[src/rtl/nn_cfg_pkg.sv]
// Shared types for the layer-configuration broadcast bus and its loader FSM.
// Pure declarations; no timing or flow control of its own.
package nn_cfg_pkg;

  localparam int BUS_W = 32;

  typedef enum logic [1:0] {
    IDLE   = 2'd0,
    WEIGHT = 2'd1,
    BIAS   = 2'd2,
    FINISH = 2'd3
  } state_e;

  typedef struct packed {
    logic             weightValid;
    logic             biasValid;
    logic [BUS_W-1:0] weightValue;
    logic [BUS_W-1:0] biasValue;
    logic [BUS_W-1:0] layer;
    logic [BUS_W-1:0] neuron;
  } bus_t;

  function automatic logic [BUS_W-1:0] neuron_tag(input int unsigned first,
                                                  input logic [BUS_W-1:0] idx);
    return BUS_W'(first) + idx;
  endfunction

endpackage

[src/rtl/nn_weight_loader.sv]
// Sequences an upstream word stream into per-neuron weight/bias bursts on the config bus.
// Latency: one cycle from upstream transfer to bus output; done one cycle after the last bias.
// Backpressure: none from neurons; s_ready is high only while in WEIGHT/BIAS, stalls come from s_valid.
module nn_weight_loader
  import nn_cfg_pkg::*;
#(
  parameter int dataWidth     = 16,
  parameter int cntWidth      = 16,
  parameter int firstNeuronNo = 0
) (
  input  logic                clk,
  input  logic                rst,
  input  logic                start,
  input  logic [BUS_W-1:0]    layer_num,
  input  logic [cntWidth-1:0] num_neurons,
  input  logic [cntWidth-1:0] num_weights,
  input  logic [BUS_W-1:0]    s_data,
  input  logic                s_valid,
  output logic                s_ready,
  output logic                weightValid,
  output logic                biasValid,
  output logic [BUS_W-1:0]    weightValue,
  output logic [BUS_W-1:0]    biasValue,
  output logic [BUS_W-1:0]    config_layer_num,
  output logic [BUS_W-1:0]    config_neuron_num,
  output logic                busy,
  output logic                done
);

  if (dataWidth < 1 || dataWidth > BUS_W) begin : g_bad_width
    $error("nn_weight_loader: dataWidth must fit in the bus word");
  end

  state_e              state;
  logic [cntWidth-1:0] wcnt;
  logic [cntWidth-1:0] ncnt;
  logic [cntWidth-1:0] nn_q;
  logic [cntWidth-1:0] nw_q;
  logic [BUS_W-1:0]    layer_q;
  bus_t                bus;
  logic                done_q;
  logic                xfer;
  logic                last_w;
  logic                last_n;

  assign s_ready = (state == WEIGHT) || (state == BIAS);
  assign busy    = s_ready;
  assign xfer    = s_valid && s_ready;
  assign last_w  = (wcnt == nw_q - cntWidth'(1));
  assign last_n  = (ncnt == nn_q - cntWidth'(1));

  always_ff @(posedge clk or negedge rst) begin
    if (!rst) begin
      state   <= IDLE;
      wcnt    <= '0;
      ncnt    <= '0;
      nn_q    <= '0;
      nw_q    <= '0;
      layer_q <= '0;
    end else begin
      case (state)
        IDLE: begin
          if (start) begin
            layer_q <= layer_num;
            nn_q    <= num_neurons;
            nw_q    <= num_weights;
            wcnt    <= '0;
            ncnt    <= '0;
            if (num_neurons == '0)      state <= FINISH;
            else if (num_weights == '0) state <= BIAS;
            else                        state <= WEIGHT;
          end
        end
        WEIGHT: begin
          if (xfer) begin
            wcnt <= wcnt + cntWidth'(1);
            if (last_w) state <= BIAS;
          end
        end
        BIAS: begin
          if (xfer) begin
            wcnt <= '0;
            ncnt <= ncnt + cntWidth'(1);
            // Zero-weight layers stay in BIAS so every word becomes a bias.
            if (last_n)            state <= FINISH;
            else if (nw_q != '0)   state <= WEIGHT;
          end
        end
        FINISH:  state <= IDLE;
        default: state <= IDLE;
      endcase
    end
  end

  // Values and tags only move on a transfer, so neurons see stable tags between words.
  always_ff @(posedge clk or negedge rst) begin
    if (!rst) begin
      bus    <= '0;
      done_q <= 1'b0;
    end else begin
      bus.weightValid <= xfer && (state == WEIGHT);
      bus.biasValid   <= xfer && (state == BIAS);
      if (xfer) begin
        bus.layer  <= layer_q;
        bus.neuron <= neuron_tag(firstNeuronNo, BUS_W'(ncnt));
        if (state == WEIGHT) bus.weightValue <= s_data;
        else                 bus.biasValue   <= s_data;
      end
      done_q <= (state == FINISH);
    end
  end

  assign weightValid       = bus.weightValid;
  assign biasValid         = bus.biasValid;
  assign weightValue       = bus.weightValue;
  assign biasValue         = bus.biasValue;
  assign config_layer_num  = bus.layer;
  assign config_neuron_num = bus.neuron;
  assign done              = done_q;

endmodule

[config.mk]
export PLATFORM = sky130hd
export DESIGN_NAME = nn_weight_loader
export DESIGN_NICKNAME = d
export VERILOG_FILES = /design/src/rtl/nn_cfg_pkg.sv /design/src/rtl/nn_weight_loader.sv
export SDC_FILE = /design/constraint.sdc
export NUM_CORES = 1
export LEC_CHECK = 0
export ABC_AREA = 0
export BUFFER_PORTS_ARGS = -buffer_cell sky130_fd_sc_hd__buf_4
export CELL_PAD_IN_SITES_DETAIL_PLACEMENT = 1
export CELL_PAD_IN_SITES_GLOBAL_PLACEMENT = 1
export CORE_UTILIZATION = 40
export CTS_CLUSTER_SIZE = 24
export DETAILED_ROUTE_END_ITERATION = 12
export PLACE_DENSITY = 0.86
export SYNTH_ARGS = -nofsm -noshare
export SYNTH_HDL_FRONTEND = slang
export SYNTH_SLANG_ARGS = --single-unit
[constraint.sdc]
create_clock -name clk -period 3.5 [get_ports clk]
set_clock_uncertainty 0.2 [all_clocks]
set_input_delay 0.175 -clock clk [delete_from_list [all_inputs] [get_ports clk]]
set_output_delay 0.175 -clock clk [all_outputs]
set_load 0.01 [all_outputs]
# Word level (Yosys, flattened, before mapping)
# Cells that the tools add are included.
# word_totals
in_bits	100
output_inout_bits	133
register_bits	213
elab_cells	59
# classes
mux	15
eq_ne	10
addsub	4
n_reduce_logical	16
bitwise_logic	1
# ops
operator	n
$mux 16	4
$pmux 16 s3	1
$add 16x1->16 const B	2
$eq 16x16->1	2
$logic_not 16->1	2
$pmux 16 s2	1
$sub 16x1->16 const B	2
$mux 2	8
$reduce_bool 16->1	1
$ne 2x2->1 const B	4
$pmux 2 s4	1
$reduce_and 2->1	3
$reduce_and 5->1	1
$eq 2x2->1 const B	2
$reduce_and 4->1	1
$logic_and 1x1->1	3
$ne 3x2->1 const B	1
$reduce_and 3->1	1
$reduce_bool 3->1	1
$eq 2x1->1 const B	1
$logic_not 2->1	1
$reduce_bool 2->1	1
$logic_or 1x1->1	1
$not 1->1	1

# Logic depth before layout (Yosys ltp)
# logic_depth
word_depth	5
ltp_mapped	11
ltp_nobuf	10

# Least setup slack after synthesis
# OpenSTA, ideal clock, no wires.
# synth_path
kind	flip-flop to flip-flop
from	reg state[0]
to	reg state[0]
path_slack_ns	0.527
required_time_ns	3.172
n_path_buf	0
setup_ns	0.128
path_stages_with_launch	11
period_less_slack_ns	2.973
arrival_time_ns	2.645
path_cell_list	dfrtp_1 > inv_1 > ha_1 > nand2b_1 > a21oi_1 > or2_0 > or4_1 > nor4_1 > a31oi_1 > a31oi_1 > mux2_1
# synth_between
elab_chain_cells	5
elab_cells_between_ends	13
cone_classes	eq/ne: 8; mux: 1; reduce/logical: 4
# synth_lines
element	line	source
start: declaration	nn_weight_loader.sv:34	state_e state;
start signal: assignment	nn_weight_loader.sv:54	state <= IDLE;
start signal: assignment	nn_weight_loader.sv:69	if (num_neurons == '0) state <= FINISH;
start signal: assignment	nn_weight_loader.sv:70	else if (num_weights == '0) state <= BIAS;
$eq 2x1->1 / $eq 2x2->1 (equally long branches)	nn_weight_loader.sv:46	assign s_ready = (state == WEIGHT) || (state == BIAS);
$logic_or 1x1->1 (*)	nn_weight_loader.sv:46	
via busy	nn_weight_loader.sv:26	output logic busy,
$logic_and 1x1->1 (*)	nn_weight_loader.sv:48	assign xfer = s_valid && s_ready;
$ne 2x2->1 (no source line)	--	
$reduce_and 5->1 (no source line) (*)	--	
# The timed path passes the listed nets; every way through them passes the cells marked *.
# A chain may end at the register's enable or synchronous reset.

# Worst setup path after layout
# layout_path
from	reg state[1]
to	reg state[0]
# layout_between
elab_chain_cells	5
elab_cells_between_ends	13
cone_classes	eq/ne: 8; mux: 1; reduce/logical: 4
# layout_lines
element	line
$eq 2x1->1 / $eq 2x2->1 (equally long branches)	nn_weight_loader.sv:46, nn_weight_loader.sv:61
$logic_or 1x1->1	nn_weight_loader.sv:46
$logic_and 1x1->1	nn_weight_loader.sv:48
$ne 2x2->1 (no source line)	--
$reduce_and 5->1 (no source line)	--
# Parallel ways exist; a longest one is shown, timed or not.

==> metrics.cfg <==
[clock_network]
post_cts_buffers=0
cts_repair_resize_count=0
cts_tree=yes
clk_pin_slew_ns=0.06
clock_path_buffers=3
insertion_delay_ns=0.52
numCtsBuffers=24
cts.sink_count=213
root_buffer=clkbuf_16
ctsHoldBuffers=98
htree_levels=1

[global_routing]
grt_max_degree=113
grt_pass1_vias=8245
grt_pass1_wl_um=46200
gr-total-overflow=0
antenna_found_initial=1
grt_usage_pct=24.2

[placed_design]
hpwl_um=18400
place_congestion=0.824
portBuffers=216

[sta]
hold_viol=0
fin_crit_sh_pct=88.2
slew_viol_final=0
setup_viol=0
tns_ns=0
max_freq_mhz=324
rsz0062_at_grt=no
tightest_slew_ns=0.953
slew-limit-headroom_pct=36.4
fin_crit_ns=3.09

[synthesis]
synth_ff_type=dfrtp_1
synth_warnings=0
async_flop_share_pct=100
synth-seq-area-share_pct=54.8
syn_inst=760
synth-edff-count=0
yosysTopAreaCellShare_pct=54.8
synth_area_mm2=0.00973
synth_most_common_cell=dfrtp_1
synthTopCellsByCount=dfrtp_1 (213), mux2_2 (175), nor2_1 (37)
synth_area_leaders=dfrtp_1 (55%), mux2_2 (20%), xnor2_1 (3.1%)
ys_types=61
yosys.area.top_type=dfrtp_1
ys_ff_latch=213
synth.avg_cell_area_um2=12.8

[critical_path]
cp_data_required_time_ns=3.69
crit_path_max_fanout=5
endpoint_kind=flip-flop
rr_startpoint=state[1]
crit_path_cell_trace=inv_1 > ha_1 > nor2_1 > a21oi_1 > or2_0 > or4_1 > nor4_1 > a31oi_1 > a31oi_1 > mux2_1
crit_family=simple AND/OR/NAND/NOR gates
cpMostUsedCell=a31oi_1
cp_slowest_cell=or4_1
r2r_setup_slack_ns=0.41
cp.arrival_ns=3.28
critical_path.max_stage_delay_ns=0.52
criticalPathCategory=reg -> reg
critPathBufInv=1
rr_worst_depth=10
worstSetupStartpointType=flip-flop
reg2reg_to=state[0]

[layout]
multi_input_area_mm2=0.00413
final_nets=1185
area_delta_synth_final_pct=38.1
drive_above_1_share_pct=41.4
seq_area_mm2=0.00533
final_util_pct=56.7
nFillCells=2406

[power_and_ir_drop]
power_density_mw_per_mm2=860
p_leak_nw=6.11
ir_drop_mv=0.578

[min_path]
hold_class=in -> reg
hold_start=start
hold_depth=5
holdPathEnd=ncnt[0]

[routing]
drcViolationCount=0
drtIter0Drc=191
via_count=7150
firstDrtPassIters=4
drt-total-wl_um=29400
wl_per_cell_um=20.9
antenna_left=0
via_per_inst=5.07

[die]
initial_utilization_pct=41.1
ios=233
die_area_mm2=0.0249
die_w_um=158
fp-row-count=56
core_area_mm2=0.0237
die_h_um=158

[run_status]
status=finished clean

[flow_run]
maxCapViolCount=0

[per-layer routing]
layer	up-vias	share of wire (%)	GRT usage (%)
met2	204	52	44.6
li1	3287	-	-
met3	49	6.0	5.80
met1	3610	39	27.6
met4	0	2.4	6.78
met5	-	0	0
[state kept, by name, indices dropped and copies added (netlist names)]
signal / flops
weightValid: 1
config_layer_num: 32
done: 1
biasValid: 1
nw_q: 16
nn_q: 16
ncnt: 16
wcnt: 16
layer_q: 32
config_neuron_num: 16
weightValue: 32
biasValue: 32
state: 2
[report_power, final]
part	internal [W]	switching, W	total [W]	leakage, nW
clock network	0.00159	0.00104	0.00264	0.391
logic	0.00243	0.00210	0.00453	3.10
registers	0.00348	0.000913	0.00439	2.62
total	0.00750	0.00405	0.0116	6.11
[cell families after synthesis]
logic type | after synthesis | synth area share (%)
and+or+nand+nor | 175 | 10.4
adders and majority gates | 10 | 1.29
muxes | 180 | 20.8
DFF | 213 | 54.8
buffers and inverters | 65 | 3.46
xor gates and xnor gates | 62 | 5.58
AOI/OAI and AO/OA | 54 | 3.60
other | 1 | 0.0386
[how the worst max path moves through the flow]
stage | from | end | slack [ns] | depth (start not counted)
global route | state[1] | state[0] | 0.08 | 10
global placement | state[0] | state[0] | 0.55 | 10
finish | state[1] | state[0] | 0.41 | 10
CTS | state[0] | state[1] | 0.41 | 10
detailed placement | state[0] | state[1] | 0.44 | 10
floorplan | state[0] | state[0] | 0.53 | 10
[layout make-up]
| class | count | area share, % |
|---|---|---|
| Clock inverter | 9 | 1.18 |
| Inverter | 16 | 0.447 |
| Multi-Input combinational cell | 497 | 30.8 |
| Timing Repair Buffer | 323 | 20.1 |
| Sequential cell | 213 | 39.7 |
| Tap cell | 319 | 2.97 |
| Antenna cell | 1 | 0.0186 |
| Clock buffer | 31 | 4.82 |
[cells in the final DEF (no fill, tap or decap), types with 3 or more instances in the layout]
cell / count
nor3b_1: 4
mux2_2: 175
and3_1: 7
clkinv_2: 3
clkbuf_8: 3
conb_1: 16
clkbuf_16: 24
a21o_1: 4
a22o_1: 4
nor2_1: 37
a21oi_1: 9
nand4_1: 9
nand3_1: 18
buf_4: 222
nand4b_1: 4
nor2b_1: 3
dlygate4sd3_1: 98
xnor2_1: 34
nor4_1: 12
nor3_1: 13
clkbuf_1: 5
dfrtp_1: 213
inv_1: 16
xor2_1: 28
nor4_2: 3
ha_1: 10
a31oi_1: 5
nand3b_1: 3
o21ai_0: 16
nand2_1: 32
mux2i_1: 3
bufinv_16: 4
or3_1: 7
[tightest hold or removal path, stage by stage]
cell     delay (ns)
buf_4          0.12
nor2b_1        0.08
nor3_1         0.15
a21o_1         0.11
a22o_1         0.11
[per-stage QoR]
| stage | worst slack, ns | hold slack [ns] | instances | total power, W | cell area, um2 |
|---|---|---|---|---|---|
| 2_1_floorplan | 0.527 | -0.321 | 775 | 0.00679 | 9780 |
| 3_3_place_gp | 0.546 | 0.166 | 1270 | 0.00843 | 11600 |
| 3_5_place_dp | 0.439 | 0.174 | 1270 | 0.00870 | 11600 |
| 4_1_cts | 0.411 | 0.0594 | 1408 | 0.0115 | 13400 |
| 5_1_grt | 0.0798 | 0.106 | 1408 | 0.0122 | 13400 |
| 6_report | 0.411 | 0.0619 | 1409 | 0.0116 | 13400 |
No activity file was read; power rests on OpenSTA's default activity.
